==> src/rtl/alu_share_arbiter_if.sv <==
// Bundles the two requester channels and the ALU-facing bus of alu_share_arbiter.
// Ports: REQn_* request handshake + operands, RSPn_* response handshake + result,
//        ALU_* registered operands out / combinational result in. slave = arbiter side.
interface alu_share_arbiter_if #(
  parameter int WIDTH = 32
);
  logic             REQ0_VALID;
  logic             REQ0_READY;
  logic [WIDTH-1:0] REQ0_OP_A;
  logic [WIDTH-1:0] REQ0_OP_B;
  logic [2:0]       REQ0_CTRL;
  logic             RSP0_VALID;
  logic             RSP0_READY;
  logic [WIDTH-1:0] RSP0_RESULT;
  logic             RSP0_ZERO;

  logic             REQ1_VALID;
  logic             REQ1_READY;
  logic [WIDTH-1:0] REQ1_OP_A;
  logic [WIDTH-1:0] REQ1_OP_B;
  logic [2:0]       REQ1_CTRL;
  logic             RSP1_VALID;
  logic             RSP1_READY;
  logic [WIDTH-1:0] RSP1_RESULT;
  logic             RSP1_ZERO;

  logic [WIDTH-1:0] ALU_OP_A;
  logic [WIDTH-1:0] ALU_OP_B;
  logic [2:0]       ALU_CTRL;
  logic [WIDTH-1:0] ALU_RESULT;
  logic             ALU_ZERO;

  modport slave (
    input  REQ0_VALID, REQ0_OP_A, REQ0_OP_B, REQ0_CTRL, RSP0_READY,
    output REQ0_READY, RSP0_VALID, RSP0_RESULT, RSP0_ZERO,
    input  REQ1_VALID, REQ1_OP_A, REQ1_OP_B, REQ1_CTRL, RSP1_READY,
    output REQ1_READY, RSP1_VALID, RSP1_RESULT, RSP1_ZERO,
    output ALU_OP_A, ALU_OP_B, ALU_CTRL,
    input  ALU_RESULT, ALU_ZERO
  );

  modport master (
    output REQ0_VALID, REQ0_OP_A, REQ0_OP_B, REQ0_CTRL, RSP0_READY,
    input  REQ0_READY, RSP0_VALID, RSP0_RESULT, RSP0_ZERO,
    output REQ1_VALID, REQ1_OP_A, REQ1_OP_B, REQ1_CTRL, RSP1_READY,
    input  REQ1_READY, RSP1_VALID, RSP1_RESULT, RSP1_ZERO,
    input  ALU_OP_A, ALU_OP_B, ALU_CTRL,
    output ALU_RESULT, ALU_ZERO
  );
endinterface

==> src/rtl/alu_share_arbiter.sv <==
// Round-robin share of one combinational ALU between two valid/ready requesters.
// Latency: accept at T -> RSPn_VALID at T+2; accepts are at least 3 cycles apart.
// Backpressure: RSPn_VALID holds until RSPn_READY; no request accepted while a result waits.
// Ports: CLK, RST (async, active-high), bus (alu_share_arbiter_if.slave).
// Optional: define ALU_ARB_STATS_EN to add CNT_W-bit grant counters GNT_CNT0/GNT_CNT1.
module alu_share_arbiter #(
  parameter int WIDTH = 32
`ifdef ALU_ARB_STATS_EN
  , parameter int CNT_W = 16
`endif
) (
  input  logic CLK,
  input  logic RST,
  alu_share_arbiter_if.slave bus
`ifdef ALU_ARB_STATS_EN
  , output logic [CNT_W-1:0] GNT_CNT0
  , output logic [CNT_W-1:0] GNT_CNT1
`endif
);

  typedef enum logic [1:0] {
    IDLE = 2'd0,
    EXEC = 2'd1,
    RESP = 2'd2
  } state_t;

  state_t           state_q, state_d;
  logic             prio_q, prio_d;
  logic             owner_q, owner_d;
  logic [1:0]       rsp_vld_q, rsp_vld_d;
  logic             gnt0, gnt1;
  logic             rsp_hs;

  logic [WIDTH-1:0] alu_a_q, alu_b_q;
  logic [2:0]       alu_ctrl_q;
  logic [WIDTH-1:0] rsp0_res_q, rsp1_res_q;
  logic             rsp0_zero_q, rsp1_zero_q;

  always_comb begin
    state_d   = state_q;
    prio_d    = prio_q;
    owner_d   = owner_q;
    rsp_vld_d = rsp_vld_q;
    gnt0      = 1'b0;
    gnt1      = 1'b0;
    rsp_hs    = 1'b0;
    case (state_q)
      IDLE: begin
        // prio only matters when both ask; a lone requester always wins.
        if (bus.REQ0_VALID && (!bus.REQ1_VALID || !prio_q)) begin
          gnt0 = 1'b1;
        end else if (bus.REQ1_VALID) begin
          gnt1 = 1'b1;
        end
        if (gnt0 || gnt1) begin
          owner_d = gnt1;
          state_d = EXEC;
        end
      end
      EXEC: begin
        rsp_vld_d[owner_q] = 1'b1;
        state_d            = RESP;
      end
      RESP: begin
        rsp_hs = owner_q ? bus.RSP1_READY : bus.RSP0_READY;
        if (rsp_hs) begin
          rsp_vld_d = 2'b00;
          prio_d    = ~owner_q;
          state_d   = IDLE;
        end
      end
      default: state_d = IDLE;
    endcase
  end

  always_ff @(posedge CLK or posedge RST) begin
    if (RST) begin
      state_q   <= IDLE;
      prio_q    <= 1'b0;
      owner_q   <= 1'b0;
      rsp_vld_q <= 2'b00;
    end else begin
      state_q   <= state_d;
      prio_q    <= prio_d;
      owner_q   <= owner_d;
      rsp_vld_q <= rsp_vld_d;
    end
  end

  // Operand registers only move on a grant, so the ALU inputs never glitch otherwise.
  always_ff @(posedge CLK or posedge RST) begin
    if (RST) begin
      alu_a_q     <= '0;
      alu_b_q     <= '0;
      alu_ctrl_q  <= '0;
      rsp0_res_q  <= '0;
      rsp1_res_q  <= '0;
      rsp0_zero_q <= 1'b0;
      rsp1_zero_q <= 1'b0;
    end else begin
      if (gnt0) begin
        alu_a_q    <= bus.REQ0_OP_A;
        alu_b_q    <= bus.REQ0_OP_B;
        alu_ctrl_q <= bus.REQ0_CTRL;
      end else if (gnt1) begin
        alu_a_q    <= bus.REQ1_OP_A;
        alu_b_q    <= bus.REQ1_OP_B;
        alu_ctrl_q <= bus.REQ1_CTRL;
      end
      if (state_q == EXEC) begin
        if (owner_q) begin
          rsp1_res_q  <= bus.ALU_RESULT;
          rsp1_zero_q <= bus.ALU_ZERO;
        end else begin
          rsp0_res_q  <= bus.ALU_RESULT;
          rsp0_zero_q <= bus.ALU_ZERO;
        end
      end
    end
  end

  assign bus.REQ0_READY  = gnt0;
  assign bus.REQ1_READY  = gnt1;
  assign bus.RSP0_VALID  = rsp_vld_q[0];
  assign bus.RSP1_VALID  = rsp_vld_q[1];
  assign bus.RSP0_RESULT = rsp0_res_q;
  assign bus.RSP1_RESULT = rsp1_res_q;
  assign bus.RSP0_ZERO   = rsp0_zero_q;
  assign bus.RSP1_ZERO   = rsp1_zero_q;
  assign bus.ALU_OP_A    = alu_a_q;
  assign bus.ALU_OP_B    = alu_b_q;
  assign bus.ALU_CTRL    = alu_ctrl_q;

`ifdef ALU_ARB_STATS_EN
  logic [CNT_W-1:0] cnt0_q, cnt1_q;

  // Grants imply VALID, so gntN is exactly the request handshake.
  always_ff @(posedge CLK or posedge RST) begin
    if (RST) begin
      cnt0_q <= '0;
      cnt1_q <= '0;
    end else begin
      if (gnt0) cnt0_q <= cnt0_q + CNT_W'(1);
      if (gnt1) cnt1_q <= cnt1_q + CNT_W'(1);
    end
  end

  assign GNT_CNT0 = cnt0_q;
  assign GNT_CNT1 = cnt1_q;
`endif

endmodule

==> src/flat_wrapper.sv <==
// flat-port wrapper written by rule: the top's interface ports become plain ports
module alu_share_arbiter_flat 
#(
  parameter int WIDTH = 32

)
  (CLK, RST, bus_REQ0_VALID, bus_REQ0_OP_A, bus_REQ0_OP_B, bus_REQ0_CTRL, bus_RSP0_READY, bus_REQ0_READY, bus_RSP0_VALID, bus_RSP0_RESULT, bus_RSP0_ZERO, bus_REQ1_VALID, bus_REQ1_OP_A, bus_REQ1_OP_B, bus_REQ1_CTRL, bus_RSP1_READY, bus_REQ1_READY, bus_RSP1_VALID, bus_RSP1_RESULT, bus_RSP1_ZERO, bus_ALU_OP_A, bus_ALU_OP_B, bus_ALU_CTRL, bus_ALU_RESULT, bus_ALU_ZERO);
  alu_share_arbiter_if #(.WIDTH(WIDTH)) bus_i ();
  input  logic CLK;
  input  logic RST;
  input wire logic [$bits(bus_i.REQ0_VALID)-1:0] bus_REQ0_VALID;
  input wire logic [$bits(bus_i.REQ0_OP_A)-1:0] bus_REQ0_OP_A;
  input wire logic [$bits(bus_i.REQ0_OP_B)-1:0] bus_REQ0_OP_B;
  input wire logic [$bits(bus_i.REQ0_CTRL)-1:0] bus_REQ0_CTRL;
  input wire logic [$bits(bus_i.RSP0_READY)-1:0] bus_RSP0_READY;
  output wire logic [$bits(bus_i.REQ0_READY)-1:0] bus_REQ0_READY;
  output wire logic [$bits(bus_i.RSP0_VALID)-1:0] bus_RSP0_VALID;
  output wire logic [$bits(bus_i.RSP0_RESULT)-1:0] bus_RSP0_RESULT;
  output wire logic [$bits(bus_i.RSP0_ZERO)-1:0] bus_RSP0_ZERO;
  input wire logic [$bits(bus_i.REQ1_VALID)-1:0] bus_REQ1_VALID;
  input wire logic [$bits(bus_i.REQ1_OP_A)-1:0] bus_REQ1_OP_A;
  input wire logic [$bits(bus_i.REQ1_OP_B)-1:0] bus_REQ1_OP_B;
  input wire logic [$bits(bus_i.REQ1_CTRL)-1:0] bus_REQ1_CTRL;
  input wire logic [$bits(bus_i.RSP1_READY)-1:0] bus_RSP1_READY;
  output wire logic [$bits(bus_i.REQ1_READY)-1:0] bus_REQ1_READY;
  output wire logic [$bits(bus_i.RSP1_VALID)-1:0] bus_RSP1_VALID;
  output wire logic [$bits(bus_i.RSP1_RESULT)-1:0] bus_RSP1_RESULT;
  output wire logic [$bits(bus_i.RSP1_ZERO)-1:0] bus_RSP1_ZERO;
  output wire logic [$bits(bus_i.ALU_OP_A)-1:0] bus_ALU_OP_A;
  output wire logic [$bits(bus_i.ALU_OP_B)-1:0] bus_ALU_OP_B;
  output wire logic [$bits(bus_i.ALU_CTRL)-1:0] bus_ALU_CTRL;
  input wire logic [$bits(bus_i.ALU_RESULT)-1:0] bus_ALU_RESULT;
  input wire logic [$bits(bus_i.ALU_ZERO)-1:0] bus_ALU_ZERO;
  assign bus_i.REQ0_VALID = bus_REQ0_VALID;
  assign bus_i.REQ0_OP_A = bus_REQ0_OP_A;
  assign bus_i.REQ0_OP_B = bus_REQ0_OP_B;
  assign bus_i.REQ0_CTRL = bus_REQ0_CTRL;
  assign bus_i.RSP0_READY = bus_RSP0_READY;
  assign bus_REQ0_READY = bus_i.REQ0_READY;
  assign bus_RSP0_VALID = bus_i.RSP0_VALID;
  assign bus_RSP0_RESULT = bus_i.RSP0_RESULT;
  assign bus_RSP0_ZERO = bus_i.RSP0_ZERO;
  assign bus_i.REQ1_VALID = bus_REQ1_VALID;
  assign bus_i.REQ1_OP_A = bus_REQ1_OP_A;
  assign bus_i.REQ1_OP_B = bus_REQ1_OP_B;
  assign bus_i.REQ1_CTRL = bus_REQ1_CTRL;
  assign bus_i.RSP1_READY = bus_RSP1_READY;
  assign bus_REQ1_READY = bus_i.REQ1_READY;
  assign bus_RSP1_VALID = bus_i.RSP1_VALID;
  assign bus_RSP1_RESULT = bus_i.RSP1_RESULT;
  assign bus_RSP1_ZERO = bus_i.RSP1_ZERO;
  assign bus_ALU_OP_A = bus_i.ALU_OP_A;
  assign bus_ALU_OP_B = bus_i.ALU_OP_B;
  assign bus_ALU_CTRL = bus_i.ALU_CTRL;
  assign bus_i.ALU_RESULT = bus_ALU_RESULT;
  assign bus_i.ALU_ZERO = bus_ALU_ZERO;
  alu_share_arbiter #(.WIDTH(WIDTH)) u_core (.CLK(CLK), .RST(RST), .bus(bus_i));
endmodule
==> config.mk <==
export PLATFORM = sky130hd
export DESIGN_NAME = alu_share_arbiter_flat
export DESIGN_NICKNAME = d
export VERILOG_FILES = /design/src/rtl/alu_share_arbiter_if.sv /design/src/rtl/alu_share_arbiter.sv /design/src/flat_wrapper.sv
export SDC_FILE = /design/constraint.sdc
export NUM_CORES = 1
export LEC_CHECK = 0
export ABC_AREA = 0
export BUFFER_PORTS_ARGS = -buffer_cell sky130_fd_sc_hd__buf_2
export CAP_MARGIN = 20
export CORE_AREA = 2 2 122 124
export DETAILED_ROUTE_END_ITERATION = 10
export DIE_AREA = 0 0 124 126
export GPL_TIMING_DRIVEN = 0
export MAX_ROUTING_LAYER = met4
export PLACE_DENSITY_LB_ADDON = 0.05
export SLEW_MARGIN = 20
export SYNTH_ARGS = -nofsm -noshare
export SYNTH_HDL_FRONTEND = slang
export SYNTH_SLANG_ARGS = --single-unit
==> constraint.sdc <==
create_clock -name CLK -period 5.1 [get_ports CLK]
set_input_delay 0.51 -clock CLK [delete_from_list [all_inputs] [get_ports CLK]]
set_output_delay 0.51 -clock CLK [all_outputs]
set_load 0.005 [all_outputs]
==> run metrics, run 1 <==
Post-Route Skew=0.00808 ns; arrival time at the worst endpoint=1.99 ns; CTS H-tree lvls=4; most frequent cells in the layout=buf_2, dfrtp_1, mux2_2; RSZ-0062 raised after global routing=no; Clock Latency Late Sink=0.41 ns; ys async rst share=100%; Mapped Nets=644; internal power=3.61 mW; Logic pwr share=38.1%; Slew Limit Fails=0; Routed Antenna Nets=0; PwrDens=632 nW/um^2; Netlist cell types=28; worst setup margin=2.60 ns; clock tree root driver cell=clkbuf_16; final hold vios=0; switching pwr=1.70 mW; Detailed Routing Iterations Pass 1=4; nets=973; row count=44; Hold Buf Count CTS=0; most common cell after layout, fill and taps aside=buf_2; worst relative slew slack=66.2%; CTS tree=built; DRT iter0 DRCs=197; R2R Setup Slk=3.36 ns; CTS buffer count=17; GRT Util Overall=21.9%; Reg-to-Reg Start=u_core.state_q[1]; Clk pwr share=25.1%; R2R cell count=5; status=finished, final reports clean; Max VDD drop=0.224 mV; Max FO, Critical Path=10; Top FF cell, synth=dfrtp_1; total power=5.31 mW; routed wire length=16.6 mm; maxcap violations=0; CTS sink count=139; core area=14,300 um^2; Seq pwr share=36.8%; post-layout instance area=8410 um^2; Final Setup Violations=0; area of placed instances=7770 um^2; Die W=124 um; DRC viols=0; Initial Util=41.6%; CP endpoint kind=primary output; buffer count from post-CTS setup fixing=0; number of synthesized register bits=139; Top Ports=310; Die Ht=126 um; total grt overflow=0; initial antenna violation count=1; Max clock buf depth=2; mapped cell area=5960 um^2; Tmin final=2.50 ns; vias per inst=5.04; Switching Share=32.0%; GP Congestion=0.807; largest net degree at the start of global routing=94; Worst Hold Class=in -> async; # port buffers=309; measured slew at the worst slew-check pin=0.507 ns; Max Clock Freq=400 MHz; post_cts resized=0; yosys warns=0; Post-synth EDFFs=0; post-synthesis cell count=471; final worst-path cycle share=49.0%; routed len/inst=16.6 um; WS Path Type=reg -> out; Avg Inst Size Synth=12.6 um^2; Crit Reg-Reg Endpoint=u_core.bus.RSP0_RESULT[15]; total number of vias=5,021; die area=15,600 um^2; first-pass GRT wire length=25.3 mm; Clk pin slew, worst setup/hold paths=0.06 ns; Post-DP HPWL=12.6 mm; pre-CTS WS=2.86 ns; number of global-route vias before repair=5,134; area delta synth->final=41.2%; post-synthesis sequential area ratio=58.4%; type of origin of the critical path=flip-flop; Req. time, crit path=4.59 ns; share of layout cells above drive strength 1=54.6%; P_leak=4.14 nW
[metal layers]
layer,vias to the layer above,wire length [um],global-route usage [%]
met5,-,0,-
met4,0,510,10.6
met3,40,1180,5.30
met2,207,8280,36.1
met1,2413,6610,24.9
li1,2361,-,-
[registers in the layout (all words and copies together), names as in the netlist]
signal	count
u_core.bus.ALU_CTRL	3
u_core.bus.ALU_OP_A	32
u_core.bus.ALU_OP_B	32
u_core.bus.RSP0_RESULT	32
u_core.bus.RSP0_ZERO	1
u_core.bus.RSP1_RESULT	32
u_core.bus.RSP1_ZERO	1
u_core.owner_q	1
u_core.prio_q	1
u_core.rsp_vld_q	2
u_core.state_q	2
[power by group through the flow]
| stage | sequential (mW) | combinational [mW] | clock, mW |
|---|---|---|---|
| 2_1_floorplan | 2.00 | 1.09 | 0 |
| 3_3_place_gp | 1.94 | 2.01 | 0 |
| 3_5_place_dp | 1.96 | 2.07 | 0 |
| 4_1_cts | 1.95 | 2.06 | 1.36 |
| 5_1_grt | 2.02 | 2.24 | 1.42 |
| 6_report | 1.95 | 2.03 | 1.33 |
[per-stage QoR]
stage / cells / utilization, % / setup TNS (ns) / hold WS (ns)
5_1_grt: 997 / 58.8 / 0 / 0.0969
4_1_cts: 996 / 58.7 / 0 / 0.0895
6_report: 997 / 58.8 / 0 / 0.0861
3_5_place_dp: 965 / 54.3 / 0 / 0.488
2_1_floorplan: 471 / - / 0 / 0.500
3_3_place_gp: 964 / 54.0 / -107.16 / 0.481
[area by class of cell]
| class | instances | area [um^2] |
|---|---|---|
| diodes | 1 | 2.50 |
| fillers | 1226 | 5900 |
| multi-input cells | 275 | 2200 |
| flip-flops and latches | 139 | 3480 |
| clock buffers | 19 | 443 |
| clock inverters | 12 | 195 |
| plain buffers | 39 | 213 |
| inverters | 18 | 75.1 |
| repair buffers | 310 | 1570 |
| well taps | 184 | 230 |
[worst max-delay path by stage]
| stage | from | end | slack, ns | cells past startpoint |
|---|---|---|---|---|
| 3_3_place_gp | RST | u_core.bus.RSP1_RESULT[2] | -0.78 | 2 |
| 3_5_place_dp | bus_REQ1_VALID | bus_REQ0_READY | 2.86 | 6 |
| 6_report | u_core.state_q[1] | bus_REQ0_READY | 2.60 | 6 |
| 2_1_floorplan | RST | u_core.bus.ALU_CTRL[0] | 0.87 | 1 |
| 5_1_grt | u_core.state_q[1] | bus_REQ0_READY | 2.36 | 6 |
| 4_1_cts | u_core.state_q[1] | bus_REQ0_READY | 2.55 | 6 |
[synth_stat cells (2+ instances only)]
master	number	share of area (%)
nor2_1	4	0.25
mux2i_1	53	8.9
a211oi_1	14	1.8
o2bb2ai_1	2	0.29
clkbuf_2	4	0.34
dfrtp_1	139	58
o21ai_0	46	3.9
nand2_1	2	0.13
buf_2	19	1.6
mux2_2	67	13
buf_4	6	0.76
a221o_1	14	2.4
nand3_1	54	4.5
buf_6	2	0.38
inv_1	18	1.1
clkbuf_1	8	0.50
o21ai_1	8	0.67
[kinds of logic (layout without fill, tap and decap cells)]
family | after synthesis | in the layout | share of synthesized area, %
flip-flops | 139 | 139 | 58.4
multiplexers | 120 | 120 | 21.6
AO/OA/AOI/OAI | 89 | 89 | 9.77
AND/OR/NAND/NOR | 66 | 66 | 5.57
buffers and inverters | 57 | 398 | 4.70
other | 0 | 1 | 0
[worst max-delay path, stage by stage (launching register included)]
cell and delay, ns:
dfrtp_1 0.35, buf_2 0.16, a211oi_2 0.29, and2_1 0.17, buf_2 0.19, buf_2 0.26
buf_2 0.16
(Power assumes the default switching activity.)
==> run 2: changes to the inputs <==
==> constraint.sdc (replaced) <==
create_clock -name CLK -period 2.5 [get_ports CLK]
set_input_delay 0.25 -clock CLK [delete_from_list [all_inputs] [get_ports CLK]]
set_output_delay 0.25 -clock CLK [all_outputs]
set_load 0.005 [all_outputs]
==> run metrics, run 2 (synthesis gave the netlist of run 1 again) <==
status=finished, final reports clean; Top Ports=310; metal3 WL=1.40 mm; Final Setup Violations=0; DRC viols=0; Seq. cell area=3480 um^2; GRT Util Overall=23.0%; Detailed Routing Iterations Pass 1=5; Tmin final=2.28 ns; type of origin of the critical path=flip-flop; WS Path Type=reg -> out; clock tree root driver cell=clkbuf_16; Routed Antenna Nets=0; # port buffers=309; Reg-to-Reg Start=u_core.state_q[1]; worst setup margin=0.224 ns; worst relative slew slack=67.7%; total number of vias=5,102; Max VDD drop=0.480 mV; Clock Latency Late Sink=0.42 ns; area of the multi-input gates=2200 um^2; maxcap violations=0; Die W=124 um; vias per inst=5.09; setup tns final=0 ns; routed wire length=17.5 mm; Final Util=58.9%; Req. time, crit path=2.25 ns; RSZ-0062 raised after global routing=no; highest metal used=met4; hold slack final=0.0545 ns; Die Ht=126 um; row count=44; CTS buffer count=17; Layout Cells excl Fill=1,003; arrival time at the worst endpoint=2.03 ns; Slew Limit Fails=0; P_leak=4.13 nW; final worst-path cycle share=91.0%; core area=14,300 um^2; nets=978; area delta synth->final=41.4%; DR WL met2=8.89 mm; hold_sp=bus_REQ0_OP_B[17]; CTS sink count=139; first-pass GRT wire length=26.6 mm; pre-CTS WS=0.660 ns; total grt overflow=0; final hold vios=0; Initial Util=41.6%; area of placed instances=7850 um^2; GP Congestion=0.786; Post-Route Skew=0.0112 ns; CP endpoint kind=primary output; Worst Hold Path EP=u_core.bus.ALU_OP_B[17]; most common cell after layout, fill and taps aside=buf_2; Crit Reg-Reg Endpoint=u_core.bus.RSP0_RESULT[19]; met1 wire length=6.70 mm; post_cts resized=0; number of global-route vias before repair=5,373; R2R Setup Slk=0.73 ns; Worst Hold Class=in -> reg; Max Clock Freq=439 MHz; CTS H-tree lvls=4; total power=10.5 mW; Max FO, Critical Path=10; buffer count from post-CTS setup fixing=0; measured slew at the worst slew-check pin=0.484 ns; routed len/inst=17.5 um; initial antenna violation count=1; die area=15,600 um^2; fill count=1,242; largest net degree at the start of global routing=35; CTS tree=built; Clk pin slew, worst setup/hold paths=0.06 ns; Post-DP HPWL=13.4 mm; PwrDens=1250 nW/um^2; DRT iter0 DRCs=207; Min-Delay Path Depth=3; share of layout cells above drive strength 1=54.8%; Placed Cells incl. Taps=969; Hold Buf Count CTS=1; Max clock buf depth=2; post-layout instance area=8430 um^2; R2R cell count=5; most frequent cells in the layout=buf_2, dfrtp_1, mux2_2
-- run 2: how the worst max path moves through the flow --
stage / from / to / slack (ns) / depth (start not counted)
5_1_grt: u_core.state_q[1] / bus_REQ1_READY / 0.08 / 6
4_1_cts: u_core.state_q[1] / bus_REQ0_READY / 0.21 / 6
3_5_place_dp: u_core.state_q[1] / bus_REQ0_READY / 0.66 / 6
6_report: u_core.state_q[1] / bus_REQ1_READY / 0.22 / 6
2_1_floorplan: RST / u_core.bus.ALU_CTRL[0] / 0.51 / 1
3_3_place_gp: RST / u_core.bus.ALU_OP_A[18] / -0.36 / 2
-- run 2: layout make-up --
class | count | area share [%]
inverters | 18 | 0.846
repair buffers | 315 | 19.8
flip-flops and latches | 139 | 41.3
clock inverters | 13 | 1.40
plain buffers | 39 | 2.52
clock buffers | 19 | 5.26
diodes | 1 | 0.0297
multi-input cells | 275 | 26.1
well taps | 184 | 2.73
-- run 2: critical path: stages, from the launching register on --
cell	delay, ns
dfrtp_1	0.35
buf_2	0.17
nor3b_1	0.18
buf_2	0.27
a21boi_4	0.29
buf_4	0.23
buf_2	0.13
-- run 2: routing by layer --
metal  up-vias  global-route usage, %
met5         -                      -
met4         0                   8.86
met3        44                   7.16
met2       222                   38.4
met1      2459                   25.5
li1       2377                      -
-- run 2: power by group --
group / switching (mW) / total, mW / internal [mW]
Combinational: 1.98 / 4.18 / 2.19
Clock: 0.964 / 2.36 / 1.40
Sequential: 0.582 / 3.99 / 3.41
